===== src/rtl/i2s_in_sched.sv =====
// Round-robin packetiser: merges CN per-channel byte streams into one output
// stream. Each packet is [channel index][destination index][payload...],
// with payloads cut at MAX_BYTES and the remaining source bytes discarded.
module i2s_in_sched #(
  parameter int CN        = 16,
  parameter int MAX_BYTES = 256
) (
  input  logic                sys_clk,
  input  logic                rst,
  input  logic [8*CN-1:0]     s_axis_tdata,
  input  logic [CN-1:0]       s_axis_tvalid,
  input  logic [CN-1:0]       s_axis_tlast,
  output logic [CN-1:0]       s_axis_tready,
  output logic [7:0]          m_axis_tdata,
  output logic                m_axis_tvalid,
  output logic                m_axis_tlast,
  input  logic                m_axis_tready,
  input  logic [CN-1:0]       i_enable,
  input  logic [4*CN-1:0]     i_dst_fpga_index,
  output logic                o_busy,
  output logic [7:0]          o_cur_channel,
  output logic [15:0]         o_pkt_count,
  output logic [15:0]         o_trunc_count
);

  typedef enum logic [2:0] {
    ST_IDLE,
    ST_HDR0,
    ST_HDR1,
    ST_PAYLOAD,
    ST_DROP
  } state_t;

  localparam logic [15:0] LP_LAST_IDX = 16'(MAX_BYTES - 1);
  localparam logic [7:0]  LP_LAST_CH  = 8'(CN - 1);

  state_t      r_state;
  state_t      w_state_nxt;
  logic [7:0]  r_grant;
  logic [7:0]  r_last_grant;
  logic [15:0] r_byte_cnt;
  logic [15:0] r_pkt_count;
  logic [15:0] r_trunc_count;

  logic [CN-1:0] w_req;
  logic          w_any;
  logic [8:0]    w_rr_start;
  logic          w_found_hi;
  logic [7:0]    w_pick_hi;
  logic [7:0]    w_pick_lo;
  logic [7:0]    w_pick;

  logic [CN-1:0] w_gmask;
  logic [7:0]    w_sel_data;
  logic          w_sel_valid;
  logic          w_sel_last;
  logic [3:0]    w_sel_dst;
  logic          w_at_max;
  logic          w_pay_xfer;

  assign w_req      = s_axis_tvalid & i_enable;
  assign w_any      = |w_req;
  assign w_rr_start = (r_last_grant == LP_LAST_CH) ? 9'd0 : ({1'b0, r_last_grant} + 9'd1);
  assign w_at_max   = (r_byte_cnt == LP_LAST_IDX);
  assign w_pay_xfer = (r_state == ST_PAYLOAD) && w_sel_valid && m_axis_tready;

  // Round-robin pick: lowest requester at/above the start point, else lowest overall
  always_comb begin
    w_found_hi = 1'b0;
    w_pick_hi  = 8'd0;
    w_pick_lo  = 8'd0;
    for (int i = CN - 1; i >= 0; i--) begin
      if (w_req[i]) begin
        w_pick_lo = 8'(i);
        if (i >= int'(w_rr_start)) begin
          w_pick_hi  = 8'(i);
          w_found_hi = 1'b1;
        end
      end
    end
    w_pick = w_found_hi ? w_pick_hi : w_pick_lo;
  end

  // Select the granted channel's stream signals and destination
  always_comb begin
    w_gmask     = '0;
    w_sel_data  = 8'd0;
    w_sel_valid = 1'b0;
    w_sel_last  = 1'b0;
    w_sel_dst   = 4'd0;
    for (int i = 0; i < CN; i++) begin
      if (r_grant == 8'(i)) begin
        w_gmask[i]  = 1'b1;
        w_sel_data  = s_axis_tdata[8*i +: 8];
        w_sel_valid = s_axis_tvalid[i];
        w_sel_last  = s_axis_tlast[i];
        w_sel_dst   = i_dst_fpga_index[4*i +: 4];
      end
    end
  end

  // Next-state and output decode; disabled, non-granted channels always flush
  always_comb begin
    w_state_nxt   = r_state;
    m_axis_tvalid = 1'b0;
    m_axis_tdata  = 8'd0;
    m_axis_tlast  = 1'b0;
    s_axis_tready = ~i_enable;
    case (r_state)
      ST_IDLE: begin
        if (w_any) w_state_nxt = ST_HDR0;
      end
      ST_HDR0: begin
        s_axis_tready = ~i_enable & ~w_gmask;
        m_axis_tvalid = 1'b1;
        m_axis_tdata  = r_grant;
        if (m_axis_tready) w_state_nxt = ST_HDR1;
      end
      ST_HDR1: begin
        s_axis_tready = ~i_enable & ~w_gmask;
        m_axis_tvalid = 1'b1;
        m_axis_tdata  = {4'b0000, w_sel_dst};
        if (m_axis_tready) w_state_nxt = ST_PAYLOAD;
      end
      ST_PAYLOAD: begin
        s_axis_tready = (~i_enable & ~w_gmask) | (w_gmask & {CN{m_axis_tready}});
        m_axis_tvalid = w_sel_valid;
        m_axis_tdata  = w_sel_data;
        m_axis_tlast  = w_sel_last | w_at_max;
        if (w_pay_xfer) begin
          if (w_sel_last)    w_state_nxt = ST_IDLE;
          else if (w_at_max) w_state_nxt = ST_DROP;
        end
      end
      ST_DROP: begin
        s_axis_tready = (~i_enable & ~w_gmask) | w_gmask;
        if (w_sel_valid && w_sel_last) w_state_nxt = ST_IDLE;
      end
      default: w_state_nxt = ST_IDLE;
    endcase
  end

  // State register
  always_ff @(posedge sys_clk) begin
    if (rst) r_state <= ST_IDLE;
    else     r_state <= w_state_nxt;
  end

  // Grant capture, payload byte count and packet/truncation counters
  always_ff @(posedge sys_clk) begin
    if (rst) begin
      r_grant       <= 8'd0;
      r_last_grant  <= LP_LAST_CH;
      r_byte_cnt    <= 16'd0;
      r_pkt_count   <= 16'd0;
      r_trunc_count <= 16'd0;
    end else begin
      if (r_state == ST_IDLE && w_any) begin
        r_grant      <= w_pick;
        r_last_grant <= w_pick;
        r_byte_cnt   <= 16'd0;
      end
      if (w_pay_xfer) begin
        r_byte_cnt <= r_byte_cnt + 16'd1;
        if (w_sel_last || w_at_max) r_pkt_count <= r_pkt_count + 16'd1;
        if (!w_sel_last && w_at_max && r_trunc_count != 16'hFFFF)
          r_trunc_count <= r_trunc_count + 16'd1;
      end
    end
  end

  assign o_busy        = (r_state != ST_IDLE);
  assign o_cur_channel = r_grant;
  assign o_pkt_count   = r_pkt_count;
  assign o_trunc_count = r_trunc_count;

endmodule

===== config.mk =====
export PLATFORM = sky130hd
export DESIGN_NAME = i2s_in_sched
export DESIGN_NICKNAME = d
export VERILOG_FILES = /design/src/rtl/i2s_in_sched.sv
export SDC_FILE = /design/constraint.sdc
export NUM_CORES = 1
export LEC_CHECK = 0
export ABC_AREA = 0
export BUFFER_PORTS_ARGS = -buffer_cell sky130_fd_sc_hd__buf_4
export CAP_MARGIN = 20
export CORE_MARGIN = 2
export CORE_UTILIZATION = 44
export CTS_BUF_LIST = sky130_fd_sc_hd__clkbuf_8
export DETAILED_ROUTE_END_ITERATION = 8
export PLACE_DENSITY = 0.8
export SETUP_SLACK_MARGIN = 0.02
export SLEW_MARGIN = 20
export SYNTH_ARGS = -nofsm -noshare
export SYNTH_HDL_FRONTEND = slang
export SYNTH_SLANG_ARGS = --single-unit

===== constraint.sdc =====
create_clock -name sys_clk -period 2.5 [get_ports sys_clk]
set_input_delay 0.5 -clock sys_clk [delete_from_list [all_inputs] [get_ports sys_clk]]
set_output_delay 0.5 -clock sys_clk [all_outputs]
set_load 0.02 [all_outputs]

==> results.toml <==
[timing]
final.setup.tns_ns = -31.70
fmax_mhz = 314.0
whs_ns = 0.5150
slew_violations = 0
min_period_ns = 3.185
rsz0062_at_grt = "yes"
fin_ws_ns = -0.6847
final_hold_viol_count = 0
skew_ns = 0.04182
tightestPinTransition_ns = 0.7728
finalSetupViolCount = 71
fin_crit_sh = 1.274
slew-limit-headroom = 0.4848

[logic_synthesis]
ys_ff_latch = 59
synth_edf_count = 0
netlist_instances = 873
synth_area_per_cell_um2 = 7.114
synth.distinct_cells = 90
synth_ff_type = "dfxtp_1"
synth.area.top_cells = "dfxtp_1 19%, a21oi_1 7.0%, mux2i_1 5.5%"
async_flop_share = 0
synth_top_cell_area_share = 0.1902
netlist_area_um2 = 6211
ys_seq_area_frac = 0.1902
synth_top_cell_by_area = "dfxtp_1"
synth_warnings = 0

[setup_path]
path_class = "register to output pin"
path_max_fanout = 6
cp-start-kind = "register"
arrival_ns = 2.68
endpoint_kind = "output pin"
r2r_start = "o_cur_channel[1]"
cp-startpoint = "o_cur_channel[1]"
crit_required_ns = 2.00

[place]
io_buffers = 305
routabilityCongestion = 1.103
dp_slack_ns = -0.7175
hpwl_mm = 27.42
place_area_um2 = 9972

[clock_tree]
clkSlewWorstSetupHoldPaths_ns = 0.09
numCtsBuffers = 9
cts_tree = "built"
root_buffer = "clkbuf_8"
clock-sinks = 59
cts_max_path_buffers = 2
ctsHoldBuffers = 0
htreeDepth = 3
clock_latency_ns = 0.41

[layout]
n_antenna_cell = 0
multiInputGateArea_um2 = 5482
area_growth_pct = 87.51
layout_commonest_cell = "buf_4"
final_nets = 1610
fill_cells = 841
drive_gt1_frac = 0.5407
final_cell_mix = "473 x buf_4, 67 x nand2_1, 65 x a21oi_1"
ff_latch_area_um2 = 1206
fin_area_um2 = 11650

[floorplanning]
dieArea_um2 = 15080
fp.dieH_um = 122.8
row_count = 43
start_util = 0.4492
die-width_um = 122.8
coreArea_um2 = 13830
ios = 310

[drt]
routed_wl_mm = 41.96
ant_nets = 0
wl_met1_mm = 13.72
dr.max_layer_used = "met5"
vias_per_cell = 6.764
wl_met2_mm = 17.74
met3_length_mm = 6.013
drt_pass1_iterations = 8
routedWlPerCell_um = 27.16
drc = 0
drtIter0Drc = 1476
routed-via-count = 10450

[power]
p_per_area_nw_per_um2 = 674.2
ir_worst_vdd_uv = 626.5
p_leak_nw = 5.082

[flow_run]
cap_viol_max_count = 0

[grt]
first_global_vias = 9415
grt_max_degree = 59
grt_usage = 0.4632
overflow = 0
grt_pass1_wl_mm = 52.51
grt_antenna_before_repair = 2

[status]
violations = "setup timing"
outcome = "finished with violations"

[hold_path]
hold_class = "register to register"
hold_path_startpoint = "r_byte_cnt[12]"
==> cells in the mapped netlist (all sizes together) (5+ instances only) <==
cell type	number
clkbuf	40
nand3b	13
mux2i	34
buf	27
dfxtp	59
o211ai	7
nor4	5
a211oi	8
nor3	41
a22o	7
nand4	24
or2	7
inv	30
and2	6
a31o	12
nand2b	13
nor2b	13
nand2	75
a222oi	10
a31oi	10
a21oi	89
a221oi	9
nor2	79
o21ai	50
ha	7
o31ai	10
mux2	11
nand3	37
a22oi	30
xnor2	6
o22ai	9
a21o	6
or3	6
and3	20
o221ai	8
and4	5
==> layout make-up <==
type	count	share of cell area
well taps	180	0.01934
clock buffers	9	0.01064
multi-input cells	720	0.4707
repair buffers	540	0.3792
inverters	30	0.009991
flip-flops and latches	59	0.1036
clock inverters	7	0.006553
==> cell families after synthesis <==
logic type | after synthesis | synth area share
AOI/OAI and AO/OA | 304 | 0.3479
xor gates and xnor gates | 6 | 0.008461
adders and majority gates | 7 | 0.01410
buffers and inverters | 97 | 0.07111
DFF | 59 | 0.1902
muxes | 45 | 0.07534
other | 1 | 0.0006038
and+or+nand+nor | 354 | 0.2923
==> metal layers <==
metal,up-vias,track usage
li1,4307,-
met1,4765,0.5234
met2,1000,0.7110
met3,370,0.1612
met4,8,0.3578
met5,-,0
==> critical path, stage by stage (launching register included) <==
cell and delay [ns]:
dfxtp_4 0.40, buf_8 0.14, buf_4 0.13, buf_6 0.13, mux2i_1 0.16, o21ai_2 0.37
a22oi_2 0.12, o221ai_4 0.27, a21oi_4 0.11, buf_6 0.16, a21oi_4 0.17, buf_6 0.15
==> through the flow <==
step	util	instances	total power [mW]
6_report	0.8423	1545	7.851
5_1_grt	0.8423	1545	8.052
4_1_cts	0.7726	1514	6.740
3_5_place_dp	0.7212	1483	5.369
3_3_place_gp	0.7212	1483	5.347
2_1_floorplan	-	876	3.286
==> state kept, by name, indices dropped and copies added, names as in the netlist <==
name / flops
o_pkt_count: 16
o_trunc_count: 16
r_byte_cnt: 16
o_cur_channel: 4
r_last_grant: 4
r_state: 3
==> power by group <==
part	internal [mW]	leakage [nW]	switching [mW]
logic	2.72	4.51	3.04
registers	1.00	0.481	0.111
clock network	0.465	0.0958	0.512
total	4.19	5.08	3.66
==> worst paths after layout <==
check | end | slack (ns) | cells past startpoint
setup / recovery | m_axis_tlast | -0.68 | 11
hold / removal | r_byte_cnt[12] | 0.51 | 2
setup reg to reg | o_trunc_count[4] | -0.68 | 15
hold reg to reg | r_byte_cnt[12] | 0.51 | 2
==> what timing repair did <==
item | CTS | global route
setup endpoints to repair | 80 | 82
pin swaps | 28 | 60
resized for setup | 94 | 162
cloned | 2 | 2
setup buffers | 13 | 32
(Power assumes the default switching activity.)
